===== config.mk =====
export PLATFORM = sky130hd
export DESIGN_NAME = mem_fifo_loader
export DESIGN_NICKNAME = d
export VERILOG_FILES = /design/src/rtl/mem_fifo_loader.sv
export SDC_FILE = /design/constraint.sdc
export NUM_CORES = 1
export LEC_CHECK = 0
export ABC_AREA = 0
export CAP_MARGIN = 20
export CORE_UTILIZATION = 43
export DETAILED_ROUTE_END_ITERATION = 10
export GPL_TIMING_DRIVEN = 1
export PLACE_DENSITY_LB_ADDON = 0.15
export SLEW_MARGIN = 20
export SYNTH_ARGS = -nofsm -noshare
export SYNTH_HDL_FRONTEND = slang
export SYNTH_SLANG_ARGS = --single-unit

===== constraint.sdc =====
create_clock -name clk -period 2.7 [get_ports clk]
set_input_delay 0.54 -clock clk [delete_from_list [all_inputs] [get_ports clk]]
set_output_delay 0.54 -clock clk [all_outputs]
set_load 0.01 [all_outputs]

===== src/rtl/mem_fifo_loader.sv =====
// Burst loader: one fill pulse reads NUM_FIFOS*DEPTH bytes from memory and writes them
// one-hot into the FIFO bank. Optional read timeout enabled by `define LOADER_TIMEOUT_EN.
module mem_fifo_loader #(
    parameter int unsigned NUM_FIFOS  = 9,
    parameter int unsigned DEPTH      = 8,
    parameter int unsigned DATA_WIDTH = 8,
    parameter int unsigned ADDR_WIDTH = 32,
    parameter int unsigned TO_CYCLES  = 64
) (
    input  logic                  clk,
    input  logic                  rst_n,
    input  logic                  fill,
    input  logic [ADDR_WIDTH-1:0] addr,
    input  logic                  mode,
    output logic                  mem_rd_req,
    output logic [ADDR_WIDTH-1:0] mem_addr,
    input  logic                  mem_rd_valid,
    input  logic [DATA_WIDTH-1:0] mem_rd_data,
    input  logic [NUM_FIFOS-1:0]  fifo_full,
    output logic [DATA_WIDTH-1:0] dataByte,
    output logic [NUM_FIFOS-1:0]  fifoEnable,
    output logic                  busy,
    output logic                  done,
    output logic                  err
);

    localparam int unsigned TOTAL = NUM_FIFOS * DEPTH;
    localparam int unsigned KW    = (TOTAL > 1)     ? $clog2(TOTAL)     : 1;
    localparam int unsigned SW    = (NUM_FIFOS > 1) ? $clog2(NUM_FIFOS) : 1;
    localparam int unsigned DW    = (DEPTH > 1)     ? $clog2(DEPTH)     : 1;

    if (NUM_FIFOS < 1 || DEPTH < 1 || TO_CYCLES < 2) begin : g_param_check
        $error("mem_fifo_loader: NUM_FIFOS, DEPTH must be >=1 and TO_CYCLES >=2");
    end

    typedef enum logic [2:0] {S_IDLE, S_REQ, S_WAIT, S_WRITE, S_DONE} state_e;

    state_e                state_q, state_d;
    logic [ADDR_WIDTH-1:0] base_q, base_d;
    logic                  mode_q, mode_d;
    logic [KW-1:0]         k_q, k_d;
    logic [SW-1:0]         sel_q, sel_d;
    logic [DW-1:0]         slot_q, slot_d;
    logic [DATA_WIDTH-1:0] data_q, data_d;

`ifdef LOADER_TIMEOUT_EN
    localparam int unsigned TW = $clog2(TO_CYCLES);
    logic [TW-1:0] to_q, to_d;
    logic          err_q, err_d;
`endif

    always_ff @(posedge clk or negedge rst_n) begin
        if (!rst_n) begin
            state_q <= S_IDLE;
            base_q  <= '0;
            mode_q  <= 1'b0;
            k_q     <= '0;
            sel_q   <= '0;
            slot_q  <= '0;
            data_q  <= '0;
`ifdef LOADER_TIMEOUT_EN
            to_q    <= '0;
            err_q   <= 1'b0;
`endif
        end else begin
            state_q <= state_d;
            base_q  <= base_d;
            mode_q  <= mode_d;
            k_q     <= k_d;
            sel_q   <= sel_d;
            slot_q  <= slot_d;
            data_q  <= data_d;
`ifdef LOADER_TIMEOUT_EN
            to_q    <= to_d;
            err_q   <= err_d;
`endif
        end
    end

    always_comb begin
        state_d    = state_q;
        base_d     = base_q;
        mode_d     = mode_q;
        k_d        = k_q;
        sel_d      = sel_q;
        slot_d     = slot_q;
        data_d     = data_q;
        mem_rd_req = 1'b0;
        fifoEnable = '0;
        done       = 1'b0;
`ifdef LOADER_TIMEOUT_EN
        to_d       = to_q;
        err_d      = err_q;
`endif
        case (state_q)
            S_IDLE: begin
                if (fill) begin
                    base_d  = addr;
                    mode_d  = mode;
                    k_d     = '0;
                    sel_d   = '0;
                    slot_d  = '0;
                    state_d = S_REQ;
                end
            end
            S_REQ: begin
                mem_rd_req = 1'b1;
                state_d    = S_WAIT;
`ifdef LOADER_TIMEOUT_EN
                // counts cycles since the request, so expiry lands TO_CYCLES after it
                to_d       = TW'(1);
`endif
            end
            S_WAIT: begin
                if (mem_rd_valid) begin
                    data_d  = mem_rd_data;
                    state_d = S_WRITE;
                end
`ifdef LOADER_TIMEOUT_EN
                else if (to_q >= TW'(TO_CYCLES - 1)) begin
                    err_d   = 1'b1;
                    state_d = S_DONE;
                end else begin
                    to_d = to_q + TW'(1);
                end
`endif
            end
            S_WRITE: begin
                if (!fifo_full[sel_q]) begin
                    fifoEnable = NUM_FIFOS'(1) << sel_q;
                    if (k_q == KW'(TOTAL - 1)) begin
                        state_d = S_DONE;
                    end else begin
                        k_d     = k_q + KW'(1);
                        state_d = S_REQ;
                        // row-major advances the FIFO once per DEPTH bytes; interleave every byte
                        if (mode_q) begin
                            sel_d = (sel_q == SW'(NUM_FIFOS - 1)) ? '0 : sel_q + SW'(1);
                        end else if (slot_q == DW'(DEPTH - 1)) begin
                            slot_d = '0;
                            sel_d  = sel_q + SW'(1);
                        end else begin
                            slot_d = slot_q + DW'(1);
                        end
                    end
                end
            end
            S_DONE: begin
                done    = 1'b1;
                state_d = S_IDLE;
            end
            default: state_d = S_IDLE;
        endcase
    end

    assign mem_addr = base_q + ADDR_WIDTH'(k_q);
    assign dataByte = data_q;
    assign busy     = (state_q != S_IDLE);

`ifdef LOADER_TIMEOUT_EN
    assign err = err_q;
`else
    assign err = 1'b0;
`endif

endmodule


==> results.toml <==
[floorplan]
start_util_pct = 45.2
die_area_sq_mm = 0.00866
die_w_um = 93.1
ios = 107
die_h_um = 93.1
rows = 32
core-area_sq_mm = 0.00789

[logic_synthesis]
synth_top_area_cell = "dfrtp_1"
yosysMostFrequentCell = "nand2_1"
ys_seq_area_share_pct = 40.7
yosys_most_used_dff = "dfrtp_1"
yosysUniqueCellTypes = 55
synth_area_per_cell_sq_um = 8.83
netlist_instances = 404
synthTopCellsByCount = "nand2_1, dfrtp_1, xnor2_1"
syn-num-nets = 475
ys_ff_latch = 58
syn-cell-area_sq_mm = 0.00357
synth_edf_count = 0
synthArstFlopShare_pct = 100
yosysWarnings = 0
yosysTopAreaCellShare_pct = 40.7
synthTopCellsByArea = "dfrtp_1, nand2_1, xnor2_1"

[global_routing]
gr-usage-all-layers_pct = 24.4
overflow = 0
grt_max_degree = 36
antenna_found_initial = 0
grt_pass1_vias = 3599
grt_first_pass_wirelength_mm = 16.5

[detailed_routing]
route.detailed.drc = 0
wirelength_mm = 10.4
ant_nets = 0
post_drt_wl_per_cell_um = 15.6
drt_iter0_markers = 158
vias_per_cell = 5.35
num_vias = 3565
dr.pass1.iters = 4

[timing]
min_period_ps = 2950
rsz0062_at_grt = "yes"
final-max-slew-violation-count = 0
worst_pin_slew_ps = 697
hold_viol_final = 0
max_clock_freq_mhz = 339
final.setup.worst_slack_ps = -253
clock_skew_ps = 9.67
max_slew_margin_pct = 53.5
setup_viol = 26
finalCritPeriodShare_pct = 109

[power_and_ir_drop]
power_frac_comb_pct = 61.0
switching_share_pct = 41.3
power.density_mw_per_mm2 = 1180
p_int_uw = 3870
seqPwrFrac_pct = 25.1
p_clk_share_pct = 13.9
switchingPower_uw = 2720
leakage_uw = 0.00272
ir_worst_vdd_mv = 0.475

[placed_design]
placed_cells = 636
gp_congestion = 0.852
dpl_cell_area_sq_mm = 0.00499
portBuffers = 105
dp.final_hpwl_mm = 6.96

[clock_tree]
cts_sinks = 58
insertion_delay_ps = 340
cts_tree = "done"
clockRootBuffer = "clkbuf_8"
htreeDepth = 3
cts.path.max_buffers = 2
numCtsBuffers = 9
hold_buffers = 0
cts.clk_slew.worst_paths_ps = 70

[setup_path]
crit_path_end_kind = "output port"
cp.required_ps = 2160
start_kind = "register"
crit_type = "register to output port"
path_max_fanout = 6
critPathArrivalTime_ps = 2410

[final_layout]
stdcell_count = 666
diodes = 0
drive_gt1_share_pct = 31.4
area_growth_pct = 56.4
final_area_sq_mm = 0.00558
nets = 630

[run]
cap_violations = 0

[outcome]
violations = "negative setup slack"
status = "finished with violations"

[hold_path]
hold_path_class = "primary input to async pin"
## per-stage QoR
| step | setup TNS [ps] | setup slack (ps) | total power (uW) | hold slack [ps] | utilization (%) |
|---|---|---|---|---|---|
| detailed placement | -13460 | -540 | 5300 | 473 | 63.3 |
| global route | -7180 | -338 | 7040 | 278 | 70.7 |
| CTS | -3770 | -247 | 6310 | 248 | 67.5 |
| finish | -4780 | -253 | 6590 | 237 | 70.7 |
| floorplan | 0 | 22.3 | 3490 | 244 | - |
| global placement | -12770 | -493 | 5220 | 466 | 63.3 |
## logic make-up (layout without fill, tap and decap cells)
family	count (synthesis)	count (layout)	synth area share (%)
xor+xnor	30	30	7.37
buf+inv	28	187	3.61
simple gates	207	207	27.8
other cells	1	1	0.105
flops	58	58	40.7
mux	14	14	4.56
fa+ha+maj	17	17	6.18
compound gates	49	50	9.72
## critical path, stage by stage, from the launching register on
cell	delay, ps
dfrtp_1	390
ha_2	210
buf_4	110
buf_4	100
a211oi_2	70
o211a_1	300
buf_6	150
nor2_4	230
buf_6	140
nand3_2	70
xnor2_1	150
buf_2	160
## timing repair
action / 4_1_cts / 5_1_grt
pin swaps: 23 / 27
setup buffers: 9 / 4
gates resized for setup: 180 / 52
cloned: 1 / 0
setup endpoints to repair: 38 / 35
## power groups by stage
stage	registers [uW]	logic (uW)	clock network, uW
floorplan	1610	1880	0
global placement	1590	3630	0
detailed placement	1610	3690	0
CTS	1640	3740	931
global route	1700	4360	979
finish	1650	4020	919
## layout make-up
cell class | instances | area [sq um]
Multi-Input combinational cell | 319 | 2350
Fill cell | 596 | 2310
Sequential cell | 58 | 1450
Timing Repair Buffer | 163 | 1390
Clock buffer | 10 | 138
Tap cell | 102 | 128
Clock inverter | 6 | 88.8
Inverter | 8 | 30.0
## per-layer routing
metal / vias to the layer above / part of all wire, % / GRT usage [%] / wire length [um]
li1: 1718 / - / - / -
met1: 1728 / 42 / 29.9 / 4370
met2: 109 / 51 / 41.5 / 5320
met3: 10 / 5.7 / 6.67 / 591
met4: 0 / 0.99 / 7.56 / 103
met5: - / 0 / 0 / 0
## flip-flops by register name, indices dropped and copies added (netlist names)
name,cells
dataByte,8
base_q,32
state_q,3
mode_q,1
sel_q,4
k_q,7
slot_q,3
## layout by cell type, fill, tap and decap left out, types with 3 or more instances in the layout
master           count
nand2_1            110
mux2i_1              5
a21oi_1              7
nand3b_1             4
ha_4                 5
and3_1              11
clkdlybuf4s50_1     60
clkbuf_8            10
a32oi_1              4
nand2_4              4
xnor2_2              8
nor4_1               4
xnor2_1             16
and3_4               6
nand4_1              7
nor2_1               6
dfrtp_1             58
buf_2               31
nand3_2              4
nor3_1               6
o21ai_0              6
xor2_1               5
inv_1                8
and2_1               8
nand3_1             10
ha_1                10
buf_4               47
dlymetal6s2s_1       5
a211oi_2             3
nand3_4              3
buf_6               16
mux2_2               8
o211ai_1             4
and4_1               5
## worst paths after layout
kind	endpoint	cells after the start	startpoint	slack [ps]
max reg2reg	sel_q[0]	7	sel_q[0]	400
min in group clk	base_q[31]	2	base_q[31]	500
min	base_q[26]	1	rst_n	240
max in group asynchronous	base_q[28]	2	rst_n	1840
max	mem_addr[13]	11	k_q[0]	-250
min reg2reg	base_q[31]	2	base_q[31]	500
Power figures use the tool's default switching activity.
